## config.mk

```make
export PLATFORM = sky130hd
export DESIGN_NAME = reg_file
export DESIGN_NICKNAME = d
export VERILOG_FILES = /design/src/rtl/reg_file.sv
export SDC_FILE = /design/constraint.sdc
export NUM_CORES = 2
export LEC_CHECK = 0
export CAP_MARGIN = 10
export CORE_AREA = 2 2 321 323
export DETAILED_ROUTE_END_ITERATION = 7
export DIE_AREA = 0 0 323 325
export PLACE_DENSITY_LB_ADDON = 0.05
export REMOVE_ABC_BUFFERS = 1
export SLEW_MARGIN = 0
export SYNTH_ARGS = -nofsm -noshare
export SYNTH_HDL_FRONTEND = slang
export SYNTH_SLANG_ARGS = --single-unit
```

## constraint.sdc

```tcl
create_clock -name clk -period 6.22 [get_ports clk]
set_input_delay 1.244 -clock clk [delete_from_list [all_inputs] [get_ports clk]]
set_output_delay 1.244 -clock clk [all_outputs]
set_load 0.03 [all_outputs]
```

## src/rtl/reg_file.sv

```systemverilog
// -----------------------------------------------------------------------------
// reg_file
//   General-purpose register file with a HI/LO register pair. Serves the decode
//   stage's two combinational read ports and absorbs the write-back bus. Reads
//   see a same-cycle write (write-through bypass). Writes commit on the rising
//   clock edge. Register 0 is hard-wired to zero. HI and LO are always written
//   together.
//
// Ports
//   clk            clock, all state changes on the rising edge
//   rst_n          synchronous active-low reset (clears GPRs, HI, LO)
//   re1/raddr1     read port 1 enable/address  -> rdata1 (combinational)
//   re2/raddr2     read port 2 enable/address  -> rdata2 (combinational)
//   we/waddr/wdata GPR write from write-back
//   whilo          HI/LO write enable, hi_i/lo_i write data
//   hi_o/lo_o      current HI/LO, bypassed from hi_i/lo_i while whilo=1
// -----------------------------------------------------------------------------
module reg_file #(
    parameter int DATA_W = 32,
    parameter int ADDR_W = 5
) (
    input  logic              clk,
    input  logic              rst_n,
    input  logic              re1,
    input  logic [ADDR_W-1:0] raddr1,
    output logic [DATA_W-1:0] rdata1,
    input  logic              re2,
    input  logic [ADDR_W-1:0] raddr2,
    output logic [DATA_W-1:0] rdata2,
    input  logic              we,
    input  logic [ADDR_W-1:0] waddr,
    input  logic [DATA_W-1:0] wdata,
    input  logic              whilo,
    input  logic [DATA_W-1:0] hi_i,
    input  logic [DATA_W-1:0] lo_i,
    output logic [DATA_W-1:0] hi_o,
    output logic [DATA_W-1:0] lo_o
);

    localparam int NREG = 2 ** ADDR_W;

    logic [DATA_W-1:0] regs_r [NREG];
    logic [DATA_W-1:0] hi_r;
    logic [DATA_W-1:0] lo_r;

    // Read-port resolution: reset, disable and r0 force zero; a matching write
    // in flight is forwarded so decode never sees a stale value.
    function automatic logic [DATA_W-1:0] read_port(
        input logic              rst_n_f,
        input logic              re_f,
        input logic [ADDR_W-1:0] raddr_f,
        input logic              we_f,
        input logic [ADDR_W-1:0] waddr_f,
        input logic [DATA_W-1:0] wdata_f,
        input logic [DATA_W-1:0] stored_f
    );
        logic [DATA_W-1:0] val;
        if (!rst_n_f) begin
            val = {DATA_W{1'b0}};
        end else if (!re_f) begin
            val = {DATA_W{1'b0}};
        end else if (raddr_f == {ADDR_W{1'b0}}) begin
            val = {DATA_W{1'b0}};
        end else if (we_f && (waddr_f == raddr_f)) begin
            val = wdata_f;
        end else begin
            val = stored_f;
        end
        return val;
    endfunction

    // State update: synchronous clear on reset, otherwise GPR and HI/LO writes
    // commit independently. Writes to r0 are dropped so r0 stays zero.
    always_ff @(posedge clk) begin
        if (!rst_n) begin
            for (int i = 0; i < NREG; i++) begin
                regs_r[i] <= {DATA_W{1'b0}};
            end
            hi_r <= {DATA_W{1'b0}};
            lo_r <= {DATA_W{1'b0}};
        end else begin
            if (we && (waddr != {ADDR_W{1'b0}})) begin
                regs_r[waddr] <= wdata;
            end
            if (whilo) begin
                hi_r <= hi_i;
                lo_r <= lo_i;
            end
        end
    end

    // Read port 1 data.
    always_comb begin
        rdata1 = read_port(rst_n, re1, raddr1, we, waddr, wdata, regs_r[raddr1]);
    end

    // Read port 2 data.
    always_comb begin
        rdata2 = read_port(rst_n, re2, raddr2, we, waddr, wdata, regs_r[raddr2]);
    end

    // HI/LO outputs with bypass from the pending move-to write.
    always_comb begin
        if (!rst_n) begin
            hi_o = {DATA_W{1'b0}};
            lo_o = {DATA_W{1'b0}};
        end else if (whilo) begin
            hi_o = hi_i;
            lo_o = lo_i;
        end else begin
            hi_o = hi_r;
            lo_o = lo_r;
        end
    end

endmodule

```

After elaboration in Yosys (flattened, before gate mapping)

Memory sizes are Yosys's and may differ from the RTL's.
Index checks and enable logic that the tools add are counted.

Register bits: 64
Bits in latches: 0
Memory bits (writable): 1,024
Memory bits (read-only): 0
Output and inout port bits: 128
Memories kept: 1

Memory list:

| memory | depth | width | rd ports | clocked after Yosys merged registers in | wr ports | line | RTL |
|---|---|---|---|---|---|---|---|
| regs_r | 32    | 32    | 2        | 0                                       | 32       | 42   | `logic [DATA_W-1:0] regs_r [NREG];` |

$add $sub $neg: 0
$mul: 0
Div/mod/pow operators: 0
Magnitude comparators: 0
Equality and inequality tests: 2
Shift operators: 0
Multiplexer cells: 19
Bitwise logic cells: 0
Reductions and logical operators: 7

Operators with widths:

| kind                | number |
|---|---|
| $mux W32            | 13 |
| $reduce_or A32 Y1   | 1 |
| $eq A5 B5 Y1        | 2 |
| $logic_not A5 Y1    | 2 |
| $mux W1             | 5 |
| $mux W5             | 1 |
| $reduce_bool A5 Y1  | 1 |
| $logic_and A1 B1 Y1 | 3 |

Depth between registers and ports, before layout

Depth in word-level cells: 7
Mapped depth: 10
Mapped depth without buffers: 5

Worst setup path before layout

Ideal clock, no wire load.

Path type: input to register
From: input port waddr[4]
To: memory regs_r[10][0], enable pin
Data arrival time: 4.353 ns
Required time: 5.754 ns
Path slack: 1.401 ns
Stages: 4
Cell sequence: clkbuf_1 or3b_2 clkbuf_1 o21ai_0

RTL lines:

| item            | line | RTL |
|---|---|---|
| start, declared | 31   | `input logic [ADDR_W-1:0] waddr,` |
| end, declared   | 42   |  |

Final worst setup path

From: input port raddr2[3]
To: output port rdata2[31]

Word-level cells in the longest chain between the ends: 6
Elaborated cells on any way between the ends: 8
Those cells by class: 1 x eq/ne; 4 x mux; 2 x reduce/logical; 1 x memory

Ends and longest elaborated chain:

| item                                                                    | line | RTL |
|---|---|---|
| start, declared                                                         | 28   | `input logic [ADDR_W-1:0] raddr2,` |
| parallel branches: the longest is 3 deep, another holds $mem_v2 Z32 W32 | --   |  |
| $mux W32 *                                                              | 62   | `end else if (raddr_f == {ADDR_W{1'b0}}) begin` |
| $mux W32 *                                                              | 60   | `end else if (!re_f) begin` |
| $mux W32 *                                                              | 58   | `if (!rst_n_f) begin` |
| end, declared                                                           | 29   | `output logic [DATA_W-1:0] rdata2,` |

Every way passes the cells marked *.

==> run summary <==
PwrDens = 267 mW/mm^2
number of buffers and inverters on the critical path = 5
Startpoint Class = input port
yosys synthesis warning count = 0
slowest cell on the critical path = a31oi_1
Synth Area in XOR/XNOR = 0.00150
DRC viols = 10
I/O pin cnt = 245
slew of the pin with the lowest slew margin = 1.36 ns
first-pass GRT wire length = 274000 microns
Slew Viols, Final = 0
Clock transition at path regs = 0.06 ns
final period utilization = 0.874
flops & latches, synth = 1088
Final Skew = 0 ns
top-area cell type share of the netlist area = 0.528
area leader, netlist = edfxtp_1
max incr delay on CP = 0.59 ns
Mapped Cells = 4205
worst-path fanout max = 13
Setup TNS = 0 ns
post-synthesis simple-gate area fraction = 0.134
WS Path Type = input port to output port
Final Power = 17.9 mW
number of synthesized flops with an enable pin = 1024
Leak = 24.3 nW
critical path's top delay family = buffers and inverters
pin count of the biggest net entering global routing = 74
asr flop ratio synth = 0
RSZ-0062 raised after global routing = false
worst skew pair latency = 0.69 ns
worst vdd ir = 202 uV
crit end category = output port
clock root buffer = clkbuf_16
final setup fails = 0
std cell rows = 117
final WL = 193000 microns
CTS Sinks = 1088
CTS Buf Count = 117
Via density = 6.73
gr usage total = 0.366
Mapped Area = 0.0583 sq mm
mux cell area share after synthesis = 0.216
# H-tree levels = 3
arrival time at the worst endpoint = 4.19 ns
initial DRC count = 5768
Max-slew headroom = 0.0898
crit-path cells = buf_2, nand2_1, nor2_2, buf_4, buf_4, a221oi_1, buf_4, a31oi_1, buf_12
Final HPWL DP = 119000 microns
Die ar. = 0.105 sq mm
nets@finish = 4473
synth unique cells = 53
Fmax = 0.184 GHz
Area contributors post-synth = edfxtp_1 (53%), mux4_2 (12%), and2_1 (11%)
status = finished, violations left
Area Growth Syn to Fin = 15.1%
IO Port Bufs = 244
DRT antenna net count = 0
Synth Area in Adders = 0
initial antenna violation count = 8
CP required = 4.98 ns
Max Cap Viol = 0
vias in the first global route = 39000
gr ovfl total = 0
failing checks = design-rule violations
Fillers = 7364
Die H = 325 microns
routed vias = 39200
most used cell, CP = buf_4
Setup Fix Bufs, Post-CTS = 0
DRT Pass-1 Iters = 8
compound-cell area share of the yosys netlist = 0.0587
commonest non-fill, non-tap cell in the layout = edfxtp_1
Final Hold Vio Count = 0
CTS tree = done
Post-Syn Area per Cell = 13.9 sq um
share of cells above drive strength 1 = 0.197
Core ar. = 0.101 sq mm
RD Place Congestion = 0.892
most frequent cells in the layout = edfxtp_1 (1024), and2_1 (994), mux2i_1 (515), mux4_2 (309), buf_4 (181)
clock tree buffer depth = 3
main combinational cell family by area after synthesis = multiplexers
Hold Crit Class = flop to flop
Initial Util = 0.575
fin crit period = 5.43 ns
drt wl/cell = 33.2 microns
Die Wd = 323 microns
CTS Hold Buffers Added = 0
ys flop type = edfxtp_1
post-synthesis sequential area ratio = 0.550
CTS-repair resized insts = 0
[path summary, 6_finish.rpt]
path	slack, ns	startpoint	endpoint	cells past startpoint
worst max-delay path	0.79	raddr2[3]	rdata2[31]	9
worst min-delay path	0.51	hi_r[9]	hi_r[9]	2
worst max register to register	5.56	lo_r[7]	lo_r[7]	2
worst min register to register	0.51	hi_r[9]	hi_r[9]	2
[registers in the layout (all words and copies together), names as in the netlist]
signal  flops
hi_r       32
lo_r       32
regs_r   1024
[logic make-up (layout without fill, tap and decap cells)]
family,after synthesis,count (layout)
compound gates,485,485
xor+xnor,10,10
buf+inv,449,662
flops,1088,1088
mux,853,853
other cells,1,34
simple gates,1319,1319
[worst min-delay path, delay by kind of cell, from the launching register on]
| kind | cells | cell delay [ns] |
|---|---|---|
| flops | 1 | 0.30 |
| simple gates | 1 | 0.11 |
| mux | 1 | 0.05 |
[cell usage after synthesis, types with 2 or more instances]
library cell and instances:
edfxtp_1 1024, and2_1 994, mux2i_1 515, mux4_2 309, clkbuf_1 301, o22ai_1 115
nor2_1 99, o21ai_0 82, a22oi_1 71, dfxtp_1 64, nor2b_1 64, nor3_1 57
a211oi_1 51, buf_2 47, nand2_1 42, a21oi_1 40, buf_4 40, nand3_1 40
buf_6 31, o221a_2 25, o221a_1 24, o211ai_1 22, mux2_2 18, o221ai_1 15
buf_1 14, mux4_1 11, a41oi_1 10, buf_12 10, a211o_1 9, a31oi_1 9
a22o_1 8, xor2_1 8, buf_8 4, nand2b_1 4, or3_1 4, nand3b_1 3
a311oi_1 2, nor4_1 2, or3b_2 2, xnor2_1 2
[power breakdown]
group,switching [mW],internal [mW]
logic,1.42,1.00
clock network,2.90,3.99
registers,0.194,8.41
[through the flow]
stage | worst slack (ns) | utilization | hold slack (ns) | instance area, sq um | cells
after floorplan | 1.12 | - | 0.635 | 56100 | 3788
after global placement | 0.905 | 0.625 | 0.488 | 63300 | 5604
after detailed placement | 0.909 | 0.625 | 0.495 | 63300 | 5604
after CTS | 0.870 | 0.662 | 0.512 | 67000 | 5816
after global routing | 0.804 | 0.662 | 0.536 | 67100 | 5817
final | 0.786 | 0.662 | 0.510 | 67100 | 5819
[cell type report]
| cell class | instances | area [sq um] | area share |
|---|---|---|---|
| Clock buffer | 149 | 3150 | 0.0470 |
| Tap cell | 1368 | 1710 | 0.0255 |
| Sequential cell | 1088 | 32000 | 0.478 |
| Timing Repair Buffer | 449 | 4980 | 0.0742 |
| Inverter | 1 | 6.26 | 0.0000933 |
| Clock inverter | 63 | 563 | 0.00839 |
| Antenna cell | 2 | 5.00 | 0.0000746 |
| Multi-Input combinational cell | 2699 | 24600 | 0.367 |
[per-layer routing]
metal	vias up	global-route usage	wire length [microns]
met3	464	0.105	25400
met4	6	0.131	7060
met1	19800	0.499	71700
met5	-	0	41
li1	16200	-	-
met2	2641	0.563	88800
Note: power is estimated with default switching activity, not from simulation.
